## config.mk

```make
export PLATFORM = sky130hd
export DESIGN_NAME = lsu_stage
export DESIGN_NICKNAME = d
export VERILOG_FILES = /design/src/rtl/lsu_stage_pkg.sv /design/src/rtl/lsu_stage_load_align.sv /design/src/rtl/lsu_stage.sv
export SDC_FILE = /design/constraint.sdc
export NUM_CORES = 1
export LEC_CHECK = 0
export BUFFER_PORTS_ARGS = -buffer_cell sky130_fd_sc_hd__buf_2
export CAP_MARGIN = 20
export CORE_MARGIN = 4
export CORE_UTILIZATION = 47
export CTS_CLUSTER_SIZE = 10
export DETAILED_ROUTE_END_ITERATION = 8
export GPL_ROUTABILITY_DRIVEN = 0
export PLACE_DENSITY = 0.79
export SYNTH_ARGS = -nofsm -noshare
export SYNTH_HDL_FRONTEND = slang
export SYNTH_SLANG_ARGS = --single-unit
```

## constraint.sdc

```tcl
create_clock -name clk -period 2.2 [get_ports clk]
set_input_delay 0 -clock clk [delete_from_list [all_inputs] [get_ports clk]]
set_output_delay 0 -clock clk [all_outputs]
set_load 0.05 [all_outputs]
```

## src/rtl/lsu_stage_pkg.sv

```systemverilog
// ----------------------------------------------------------------------------
// lsu_stage_pkg
// Shared definitions for the load/store pipeline stage:
//   - FSM state encoding (IDLE=0, REQ=1, RESP=2)
//   - bit indices of the one-hot load/store type vectors from execute
//   - exception cause codes raised for misaligned accesses
// No ports (package).
// ----------------------------------------------------------------------------
package lsu_stage_pkg;

  typedef enum logic [1:0] {
    ST_IDLE = 2'd0,
    ST_REQ  = 2'd1,
    ST_RESP = 2'd2
  } lsu_state_e;

  // One-hot load type bits (EX_LS_reg_load_sign)
  localparam int LD_LB  = 0;
  localparam int LD_LH  = 1;
  localparam int LD_LW  = 2;
  localparam int LD_LBU = 3;
  localparam int LD_LHU = 4;

  // One-hot store type bits (EX_LS_reg_store_sign); bit 3 is reserved
  localparam int SD_SB = 0;
  localparam int SD_SH = 1;
  localparam int SD_SW = 2;

  // Cause codes for misaligned accesses
  localparam logic [31:0] CAUSE_LOAD_MISALIGN  = 32'd4;
  localparam logic [31:0] CAUSE_STORE_MISALIGN = 32'd6;

endpackage

```

## src/rtl/lsu_stage_load_align.sv

```systemverilog
// ----------------------------------------------------------------------------
// lsu_load_align
// Combinational extraction of the addressed byte/half/word from a returned
// memory word, followed by sign or zero extension according to load type.
// Ports:
//   rdata     in  DATA_LEN  word returned by data memory
//   addr_lo   in  2         low byte-address bits of the load
//   load_sign in  5         one-hot load type [0]lb [1]lh [2]lw [3]lbu [4]lhu
//   load_data out DATA_LEN  extended value for writeback
// Half-word selection uses addr_lo[1] only; word loads ignore addr_lo.
// ----------------------------------------------------------------------------
module lsu_load_align
  import lsu_stage_pkg::*;
#(
  parameter int DATA_LEN = 32
) (
  input  logic [DATA_LEN-1:0] rdata,
  input  logic [1:0]          addr_lo,
  input  logic [4:0]          load_sign,
  output logic [DATA_LEN-1:0] load_data
);

  logic [7:0]  byte_s;
  logic [15:0] half_s;

  // Select the addressed byte and half-word lanes
  always_comb begin
    byte_s = rdata[7:0];
    half_s = rdata[15:0];
    case (addr_lo)
      2'd0:    byte_s = rdata[7:0];
      2'd1:    byte_s = rdata[15:8];
      2'd2:    byte_s = rdata[23:16];
      2'd3:    byte_s = rdata[31:24];
      default: byte_s = rdata[7:0];
    endcase
    if (addr_lo[1]) begin
      half_s = rdata[31:16];
    end else begin
      half_s = rdata[15:0];
    end
  end

  // Extend the selected lane according to the load type
  always_comb begin
    load_data = rdata;
    if (load_sign[LD_LB]) begin
      load_data = {{(DATA_LEN-8){byte_s[7]}}, byte_s};
    end else if (load_sign[LD_LH]) begin
      load_data = {{(DATA_LEN-16){half_s[15]}}, half_s};
    end else if (load_sign[LD_LBU]) begin
      load_data = {{(DATA_LEN-8){1'b0}}, byte_s};
    end else if (load_sign[LD_LHU]) begin
      load_data = {{(DATA_LEN-16){1'b0}}, half_s};
    end else begin
      load_data = rdata;
    end
  end

endmodule

```

## src/rtl/lsu_stage.sv

```systemverilog
// ----------------------------------------------------------------------------
// lsu_stage
// Memory-access pipeline stage between execute and writeback. Non-memory
// instructions pass through in one cycle; loads and stores are captured into
// holding registers and issued on a req/gnt/rvalid data-memory port while
// LS_reg_ready is held low to stall execute.
//
// Ports:
//   clk, rst                 clock, synchronous active-high reset
//   EX_LS_reg_*              instruction bundle from execute
//   LS_reg_ready             1 when the stage can accept (FSM in IDLE)
//   mem_req/mem_gnt          request handshake
//   mem_we/addr/wdata/wstrb  request payload (word-aligned address,
//                            lane-replicated data, byte strobes)
//   mem_rvalid/mem_rdata     load response
//   LS_WB_reg_*              registered result bundle to writeback
//
// Build option: LSU_MISALIGN_EXC_EN
//   defined   - misaligned lh/lhu/sh/lw/sw raise an exception in one cycle
//               (cause 4 load / 6 store) without touching memory
//   undefined - low address bits are ignored for alignment and the access
//               proceeds normally
// ----------------------------------------------------------------------------
module lsu_stage
  import lsu_stage_pkg::*;
#(
  parameter int DATA_LEN = 32
) (
  input  logic                clk,
  input  logic                rst,
  input  logic                EX_LS_reg_execute_valid,
  input  logic [DATA_LEN-1:0] EX_LS_reg_dest_data,
  input  logic [DATA_LEN-1:0] EX_LS_reg_addr_load,
  input  logic [DATA_LEN-1:0] EX_LS_reg_store_data,
  input  logic [4:0]          EX_LS_reg_load_sign,
  input  logic [3:0]          EX_LS_reg_store_sign,
  input  logic [4:0]          EX_LS_reg_rd,
  input  logic                EX_LS_reg_dest_wen,
  input  logic                EX_LS_reg_unusual_flag,
  input  logic [DATA_LEN-1:0] EX_LS_reg_cause,
  output logic                LS_reg_ready,
  output logic                mem_req,
  input  logic                mem_gnt,
  output logic                mem_we,
  output logic [DATA_LEN-1:0] mem_addr,
  output logic [DATA_LEN-1:0] mem_wdata,
  output logic [3:0]          mem_wstrb,
  input  logic                mem_rvalid,
  input  logic [DATA_LEN-1:0] mem_rdata,
  output logic                LS_WB_reg_valid,
  output logic [4:0]          LS_WB_reg_rd,
  output logic [DATA_LEN-1:0] LS_WB_reg_dest_data,
  output logic                LS_WB_reg_dest_wen,
  output logic                LS_WB_reg_unusual_flag,
  output logic [DATA_LEN-1:0] LS_WB_reg_cause
);

  lsu_state_e state_r, state_n;

  // Holding registers for the in-flight memory instruction
  logic [DATA_LEN-1:0] hold_addr_r;
  logic [DATA_LEN-1:0] hold_wdata_r;
  logic [3:0]          hold_wstrb_r;
  logic                hold_is_store_r;
  logic [4:0]          hold_load_sign_r;
  logic [4:0]          hold_rd_r;
  logic                hold_wen_r;
  logic [DATA_LEN-1:0] hold_dest_data_r;
  logic [DATA_LEN-1:0] hold_cause_r;

  // Writeback bundle registers and their next values
  logic                wb_valid_r, wb_valid_n;
  logic [4:0]          wb_rd_r, wb_rd_n;
  logic [DATA_LEN-1:0] wb_data_r, wb_data_n;
  logic                wb_wen_r, wb_wen_n;
  logic                wb_flag_r, wb_flag_n;
  logic [DATA_LEN-1:0] wb_cause_r, wb_cause_n;

  logic                is_store_s;
  logic                is_load_s;
  logic                is_mem_s;
  logic                misalign_s;
  logic                capture_s;
  logic [DATA_LEN-1:0] fmt_wdata_s;
  logic [3:0]          fmt_wstrb_s;
  logic [DATA_LEN-1:0] load_data_s;

  // store_sign[3] is reserved and intentionally has no effect
  logic unused_store_sign_s;
  assign unused_store_sign_s = EX_LS_reg_store_sign[3];

  // A store takes priority when both load and store types are flagged
  assign is_store_s = |EX_LS_reg_store_sign[2:0];
  assign is_load_s  = (|EX_LS_reg_load_sign) & ~is_store_s;
  assign is_mem_s   = is_store_s | is_load_s;

  // Format store data and byte strobes from the low address bits
  always_comb begin
    fmt_wdata_s = EX_LS_reg_store_data;
    fmt_wstrb_s = 4'b1111;
    if (EX_LS_reg_store_sign[SD_SB]) begin
      fmt_wdata_s = {4{EX_LS_reg_store_data[7:0]}};
      fmt_wstrb_s = 4'b0001 << EX_LS_reg_addr_load[1:0];
    end else if (EX_LS_reg_store_sign[SD_SH]) begin
      fmt_wdata_s = {2{EX_LS_reg_store_data[15:0]}};
      fmt_wstrb_s = 4'b0011 << {EX_LS_reg_addr_load[1], 1'b0};
    end else begin
      fmt_wdata_s = EX_LS_reg_store_data;
      fmt_wstrb_s = 4'b1111;
    end
  end

  // Detect misaligned half/word accesses when the exception option is built in
  always_comb begin
    misalign_s = 1'b0;
`ifdef LSU_MISALIGN_EXC_EN
    if (is_store_s) begin
      if (EX_LS_reg_store_sign[SD_SB]) begin
        misalign_s = 1'b0;
      end else if (EX_LS_reg_store_sign[SD_SH]) begin
        misalign_s = EX_LS_reg_addr_load[0];
      end else begin
        misalign_s = |EX_LS_reg_addr_load[1:0];
      end
    end else if (is_load_s) begin
      if (EX_LS_reg_load_sign[LD_LH] | EX_LS_reg_load_sign[LD_LHU]) begin
        misalign_s = EX_LS_reg_addr_load[0];
      end else if (EX_LS_reg_load_sign[LD_LW]) begin
        misalign_s = |EX_LS_reg_addr_load[1:0];
      end else begin
        misalign_s = 1'b0;
      end
    end else begin
      misalign_s = 1'b0;
    end
`else
    misalign_s = 1'b0;
`endif
  end

  lsu_load_align #(
    .DATA_LEN (DATA_LEN)
  ) u_load_align (
    .rdata     (mem_rdata),
    .addr_lo   (hold_addr_r[1:0]),
    .load_sign (hold_load_sign_r),
    .load_data (load_data_s)
  );

  // Next-state and writeback-bundle selection
  always_comb begin
    state_n    = state_r;
    capture_s  = 1'b0;
    wb_valid_n = 1'b0;
    wb_rd_n    = wb_rd_r;
    wb_data_n  = wb_data_r;
    wb_wen_n   = wb_wen_r;
    wb_flag_n  = wb_flag_r;
    wb_cause_n = wb_cause_r;
    case (state_r)
      ST_IDLE: begin
        if (EX_LS_reg_execute_valid) begin
          if (EX_LS_reg_unusual_flag || !is_mem_s) begin
            // Already-excepted or non-memory instruction: pass straight through
            wb_valid_n = 1'b1;
            wb_rd_n    = EX_LS_reg_rd;
            wb_data_n  = EX_LS_reg_dest_data;
            wb_wen_n   = EX_LS_reg_dest_wen;
            wb_flag_n  = EX_LS_reg_unusual_flag;
            wb_cause_n = EX_LS_reg_cause;
          end else if (misalign_s) begin
            wb_valid_n = 1'b1;
            wb_rd_n    = EX_LS_reg_rd;
            wb_data_n  = EX_LS_reg_dest_data;
            wb_wen_n   = 1'b0;
            wb_flag_n  = 1'b1;
            wb_cause_n = is_store_s ? CAUSE_STORE_MISALIGN : CAUSE_LOAD_MISALIGN;
          end else begin
            capture_s = 1'b1;
            state_n   = ST_REQ;
          end
        end else begin
          state_n = ST_IDLE;
        end
      end
      ST_REQ: begin
        // A same-cycle rvalid here is deliberately ignored
        if (mem_gnt) begin
          if (hold_is_store_r) begin
            wb_valid_n = 1'b1;
            wb_rd_n    = hold_rd_r;
            wb_data_n  = hold_dest_data_r;
            wb_wen_n   = 1'b0;
            wb_flag_n  = 1'b0;
            wb_cause_n = hold_cause_r;
            state_n    = ST_IDLE;
          end else begin
            state_n = ST_RESP;
          end
        end else begin
          state_n = ST_REQ;
        end
      end
      ST_RESP: begin
        if (mem_rvalid) begin
          wb_valid_n = 1'b1;
          wb_rd_n    = hold_rd_r;
          wb_data_n  = load_data_s;
          wb_wen_n   = hold_wen_r;
          wb_flag_n  = 1'b0;
          wb_cause_n = hold_cause_r;
          state_n    = ST_IDLE;
        end else begin
          state_n = ST_RESP;
        end
      end
      default: begin
        state_n = ST_IDLE;
      end
    endcase
  end

  // State, writeback bundle and holding registers
  always_ff @(posedge clk) begin
    if (rst) begin
      state_r          <= ST_IDLE;
      wb_valid_r       <= 1'b0;
      wb_rd_r          <= 5'd0;
      wb_data_r        <= '0;
      wb_wen_r         <= 1'b0;
      wb_flag_r        <= 1'b0;
      wb_cause_r       <= '0;
      hold_addr_r      <= '0;
      hold_wdata_r     <= '0;
      hold_wstrb_r     <= 4'b0000;
      hold_is_store_r  <= 1'b0;
      hold_load_sign_r <= 5'd0;
      hold_rd_r        <= 5'd0;
      hold_wen_r       <= 1'b0;
      hold_dest_data_r <= '0;
      hold_cause_r     <= '0;
    end else begin
      state_r    <= state_n;
      wb_valid_r <= wb_valid_n;
      wb_rd_r    <= wb_rd_n;
      wb_data_r  <= wb_data_n;
      wb_wen_r   <= wb_wen_n;
      wb_flag_r  <= wb_flag_n;
      wb_cause_r <= wb_cause_n;
      if (capture_s) begin
        hold_addr_r      <= EX_LS_reg_addr_load;
        hold_wdata_r     <= fmt_wdata_s;
        hold_wstrb_r     <= is_store_s ? fmt_wstrb_s : 4'b0000;
        hold_is_store_r  <= is_store_s;
        hold_load_sign_r <= EX_LS_reg_load_sign;
        hold_rd_r        <= EX_LS_reg_rd;
        hold_wen_r       <= EX_LS_reg_dest_wen;
        hold_dest_data_r <= EX_LS_reg_dest_data;
        hold_cause_r     <= EX_LS_reg_cause;
      end
    end
  end

  // Memory port is driven only from holding registers, so it stays stable until grant
  assign mem_req   = (state_r == ST_REQ);
  assign mem_we    = mem_req & hold_is_store_r;
  assign mem_addr  = {hold_addr_r[DATA_LEN-1:2], 2'b00};
  assign mem_wdata = hold_wdata_r;
  assign mem_wstrb = hold_wstrb_r;

  assign LS_reg_ready           = (state_r == ST_IDLE);
  assign LS_WB_reg_valid        = wb_valid_r;
  assign LS_WB_reg_rd           = wb_rd_r;
  assign LS_WB_reg_dest_data    = wb_data_r;
  assign LS_WB_reg_dest_wen     = wb_wen_r;
  assign LS_WB_reg_unusual_flag = wb_flag_r;
  assign LS_WB_reg_cause        = wb_cause_r;

endmodule

```

# --- Yosys cells after proc, flatten, opt, wreduce, memory -nomap -nowiden ---
# Cells that the tools add are included.
totals:
  in_bits: 181
  output_inout_bits: 143
  word_cells: 95
  n_memories: 0
  rom_bits: 0
  latchBits: 0
  reg_bits: 218
  mem_bits_rw: 0
classes:
  mux: 54
  n_reduce_logical: 8
  n_mul: 0
  n_eq_ne: 11
  n_div: 0
  n_shift: 2
  n_lt_le_gt_ge: 0
  addsub: 0
  bitwise: 4
ops:
  columns: ["cell", "count"]
  rows:
  - ["two-way mux 32 bit", 16]
  - ["case mux 32 bit (3 select lines)", 2]
  - ["case mux 8 bit (4 select lines)", 1]
  - ["two-way mux 5 bit", 5]
  - ["two-way mux 1 bit", 16]
  - ["two-way mux 16 bit", 1]
  - ["case mux 5 bit (3 select lines)", 1]
  - ["two-way mux 4 bit", 3]
  - ["two-way mux 2 bit", 5]
  - ["case mux 1 bit (3 select lines)", 3]
  - ["== test 2 bit (second input constant)", 3]
  - ["inequality test 2 x 1 -> 1 bit (second input constant)", 3]
  - ["case mux 2 bit (3 select lines)", 1]
  - ["AND reduction 6 bit", 1]
  - ["OR reduction 5 bit", 1]
  - ["== test 2 x 1 -> 1 bit (second input constant)", 2]
  - ["logical NOT 2 bit", 2]
  - ["inequality test 2 bit (second input constant)", 2]
  - ["<< shifter 1 x 2 -> 4 bit (first input constant)", 1]
  - ["<< shifter 2 x 2 -> 4 bit (first input constant)", 1]
  - ["inequality test 3 bit (second input constant)", 1]
  - ["nonzero test 3 bit", 1]
  - ["OR reduction 3 bit", 1]
  - ["bitwise AND 1 bit", 2]
  - ["4 further kinds", 4]

# --- Depth between registers and ports, before layout ---
logic_depth:
  word_depth: 9
  mapped_depth: 10
  depth_no_buf: 6

# --- By module ---
# Synthesis repeated with hierarchy kept, for this count alone.
hier_totals:
  cells_unflattened: 1270
  hier_area_um2: 10249.8
modules_own_cells:
  columns: ["module", "seq_area_each_um2", "n_inst", "cells_per_inst", "area_each_um2"]
  rows:
  - ["lsu_stage", 4364.2, 1, 1164, 9435.3]
  - ["lsu_load_align", 0.0, 1, 106, 814.5]

# --- Worst setup path before layout ---
# OpenSTA, ideal clock, no wires.
synth_path:
  path_kind: "reg2reg"
  startpoint: "register state_r[1]"
  endpoint: "register wb_data_r[23], in the netlist LS_WB_reg_dest_data[23]"
  period_less_slack_ns: 2.513
  path_stages_with_launch: 10
  setup_time_ns: 0.140
  t_arrival_ns: 2.372
  path_slack_ns: -0.313
  path_buffers: 3
  required_ns: 2.060
  cell_sequence: "dfxtp_1 > inv_1 > ha_1 > clkbuf_1 > a21boi_1 > or4_1 > clkbuf_1 > clkbuf_1 > o211ai_1 > o41ai_2"
synth_between:
  elab_chain_len: 3
  elab_cells_between_ends: 11
  cone_classes: "eq/ne: 7; mux: 1; reduce/logical: 3"
synth_lines:
  columns: ["element", "line", "rtl"]
  rows:
  - ["start: declaration", "lsu_stage.sv:58", "lsu_state_e state_r, state_n;"]
  - ["start signal: assignment", "lsu_stage.sv:243", "state_r <= state_n;"]
  - ["== test 2 x 1 -> 1 bit *", null, null]
  - ["net mem_req", "lsu_stage.sv:42", "output logic mem_req,"]
  - ["inequality test 2 x 1 -> 1 bit (no line) / nonzero test 3 bit (equally long branches)", null, null]
  - ["AND reduction 6 bit (no line)", null, null]
  - ["end signal: assignment", "lsu_stage.sv:246", "wb_data_r <= wb_data_n;"]
  - ["end: declaration", "lsu_stage.sv:74", "logic [DATA_LEN-1:0] wb_data_r, wb_data_n;"]
# The timed path passes the listed nets; every way through them passes the cells marked *.
# A chain may end at the register's enable or synchronous reset.

# --- Final worst setup path ---
layout_path:
  startpoint: "register state_r[0]"
  endpoint: "register wb_data_r[20], in the netlist LS_WB_reg_dest_data[20]"
layout_between:
  elab_chain_len: 3
  elab_cells_between_ends: 11
  cone_classes: "eq/ne: 7; mux: 1; reduce/logical: 3"
layout_lines:
  columns: ["element", "line", "rtl"]
  rows:
  - ["== test 2 bit (tied with other cells)", "lsu_stage.sv:160", "case (state_r)"]
  - ["inequality test 2 bit (no line) (tied with other cells)", null, null]
  - ["AND reduction 6 bit (no line)", null, null]
# Several ways; a longest one is shown, not always the timed one.

==> reports/qor.txt <==
mean instance size in the synthesized netlist: 8.151 µm²
fraction of the mapped netlist area in simple logic gates: 0.1531
overall power of the completed layout: 11.49 mW
Post-Layout Inst Area: 0.01442 mm²
Final TNS setup: -0.09751 ns
area of the core: 0.02129 mm²
crit-path leading delay family: compound AO/OA/AOI/OAI gates
proportion of netlist area held by the largest area contributor: 0.4230
Nets: 1844
wirelength, routed: 38910 µm
floorplan die area: 0.02428 mm²
hold violation total from the final report: 0
remaining max-slew budget at the tightest pin: 0.3486
pwr/cell area: 797.0 mW/mm²
top fanout value on the critical path: 35
cell breakdown of the critical path: inv_1, ha_2, buf_8, nand2b_1, buf_4, o311ai_1, a21oi_1, o41ai_1
Post-Place Cells: 1743
sum of net half-perimeters after detailed placement: 22520 µm
fraction of final layout cells with drive strength greater than 1: 0.2673
top flip-flop cell by instance count after synthesis: dfxtp_1
Critical Path Slowest Stage Cell: o41ai_1
post-route clock period utilization: 1.044
largest incremental delay on the critical path: 0.41 ns
clock network latency to the later pin of the worst-skew pair: 0.53 ns
busiest layer in global routing: met2
number of buffer cells added on primary ports: 320
most area-hungry cell type in the Yosys netlist: dfxtp_1
peak supply drop: 671.3 µV
clock buffer depth: 3
site row count: 53
clock tree from TritonCTS: yes
first drt pass iteration count: 6
max-slew violation total from the final report: 0
run status: complete, but fails checks
post-synthesis mux area share: 0.07968
number of I/O pins: 324
Setup WS post-layout: -0.09751 ns
worst min path class: input pin to register
DRC: 0
met1 global-route usage: 0.3590
Inserted Clock Buffers: 26
Placed Instance Area: 0.01194 mm²
via count: 11571
Max Cap Viol: 0
setup skew after layout: 0.01470 ns
area occupied by multi-input gates: 0.005196 mm²
pin count of the biggest net entering global routing: 81
H-tree levels: 1
commonest non-fill, non-tap cell in the layout: buf_2
number of global-route vias before repair: 11299
fraction of the mapped netlist area in compound gates: 0.2552
GR met2 Demand/Resource: 0.4898
clk sinks: 217
count of cell types in the netlist: 55
Least-Margin Pin Slew: 0.9772 ns
launching element type of the critical path: register
cell types with the largest area share after synthesis: dfxtp_1, nand2_1, a21oi_1
number of standard cells after synthesis: 1260
WP buf/inv: 3
critical path class: register to register
Post-Synthesis Cell Area: 0.01027 mm²
vertical extent of the die: 155.8 µm
EDFF count, synth: 0
FFs w/ async S/R, synth: 0
non-filler instance count after layout: 1943
area grow syn2layout: 40.41%
layout filler cell count: 1575
proportion of synthesized chip area in sequential cells: 0.4230
count of antenna-violating nets left after detailed routing: 0
Synth Register Bits: 217
post-synthesis xor/xnor area fraction: 0
setup repair after global routing missed its margin: yes
initial drt markers: 1290
root buffer selected by CTS: clkbuf_16
required time at the endpoint of the critical path: 2.60 ns
routing usage on met3: 0.06380
FF+latch area: 0.004345 mm²
effective utilization at floorplan: 0.4825
largest family of logic cells by synthesized area: compound AO/OA/AOI/OAI gates
DR WL/cell: 20.03 µm
Clock Pin Slew Worst Setup and Hold Paths: 0.06 ns
final hold slack: 0.02561 ns
Vias per Instance: 5.955
global-route wire length before repair: 59370 µm
violations in the final reports: negative setup slack
Final min period: 2.298 ns
Yosys warnings: 0
initial antenna violation count: 3
grt ovf: 0
leakage power total: 6.051 nW
arrival time worst endpoint: 2.70 ns
commonest non-fill, non-tap cells in the layout: buf_2, nand2_1, dfxtp_1
Synth Area in Adders: 0.004873
GRT Overall Usage: 0.2966
die width: 155.8 µm
Max Freq: 0.4353 GHz
endpoints failing setup: 1
capturing element type of the critical path: register
==> synthesized netlist by cell type (8+ instances only) <==
library cell	number
o211ai_1	19
o21ai_0	21
nand2_1	289
nand4_1	8
a21oi_1	213
inv_1	29
o211a_1	8
clkbuf_1	71
mux2i_1	48
nor2_1	54
dfxtp_1	217
a211oi_1	47
buf_4	37
o41ai_2	8
buf_2	36
o32ai_1	8
a311oi_1	24
a221oi_1	8
nand2b_1	11
o311ai_0	16
mux2_2	16
==> state kept, by name (all words and copies together), names as in the netlist <==
| signal | flops |
|---|---|
| LS_WB_reg_cause | 32 |
| LS_WB_reg_dest_data | 32 |
| LS_WB_reg_dest_wen | 1 |
| LS_WB_reg_rd | 5 |
| LS_WB_reg_unusual_flag | 1 |
| LS_WB_reg_valid | 1 |
| hold_addr_r | 32 |
| hold_cause_r | 32 |
| hold_dest_data_r | 32 |
| hold_is_store_r | 1 |
| hold_load_sign_r | 4 |
| hold_rd_r | 5 |
| hold_wen_r | 1 |
| mem_wdata | 32 |
| mem_wstrb | 4 |
| state_r | 2 |
==> through the flow <==
stage	worst slack (ns)	util
global route	-0.2211	0.6774
finish	-0.09751	0.6774
floorplan	0.01672	-
global placement	0.1029	0.5608
detailed placement	0.03401	0.5608
CTS	0.01637	0.6678
==> layout make-up <==
class                      instances  share of cell area
antenna                            3           0.0005206
clock buffer                      33             0.04911
clock inverter                     1           0.0006074
inverter                          30            0.007809
multi-input combinational        866              0.3603
sequential                       217              0.3013
tap                              275             0.02386
timing repair buffer             518              0.2564
==> per-layer routing <==
metal  part of all wire  up-vias
li1                   -     5202
met1               0.36     5340
met2               0.47      819
met3               0.11      210
met4              0.064        0
met5                  0        -
==> power breakdown <==
| part | internal (mW) | total, mW | switching [mW] |
|---|---|---|---|
| logic | 1.10 | 3.26 | 2.16 |
| clock network | 2.21 | 3.80 | 1.58 |
| registers | 4.24 | 4.44 | 0.192 |
==> repair_timing <==
| action | CTS | global route |
|---|---|---|
| endpoints found under the hold margin | 210 | 0 |
| gates resized for setup | 0 | 21 |
| hold buffers | 156 | 0 |
| setup buffers | 0 | 4 |
| setup endpoints to repair | 0 | 62 |
==> worst paths after layout <==
check                              startpoint                              endpoint  slack [ns]  cells after the start
setup / recovery      state_r[0]$_SDFFE_PP0P_  LS_WB_reg_dest_data[20]$_SDFFE_PP0P_        -0.1                      8
hold / removal                  mem_rdata[28]  LS_WB_reg_dest_data[12]$_SDFFE_PP0P_        0.03                      4
setup reg to reg      state_r[0]$_SDFFE_PP0P_  LS_WB_reg_dest_data[20]$_SDFFE_PP0P_        -0.1                      8
hold reg to reg   hold_addr_r[5]$_SDFFE_PP0P_           hold_addr_r[5]$_SDFFE_PP0P_        0.45                      2
==> logic make-up (layout without fill, tap and decap cells) <==
kind of cell             after synthesis  in the layout
AO/OA/AOI/OAI                        402            402
adder cells (fa/ha/maj)                4              4
buffers and inverters                178            582
flip-flops                           217            217
multiplexers                          71             71
other                                  1              5
AND/OR/NAND/NOR                      387            387
==> worst register-to-register path, cell delays in order, from the launching register on <==
cell and delay, ns:
dfxtp_2 0.34, inv_1 0.14, ha_2 0.22, buf_8 0.26, nand2b_1 0.11, buf_4 0.21
o311ai_1 0.39, a21oi_1 0.10, o41ai_1 0.41
(Power assumes the default switching activity.)
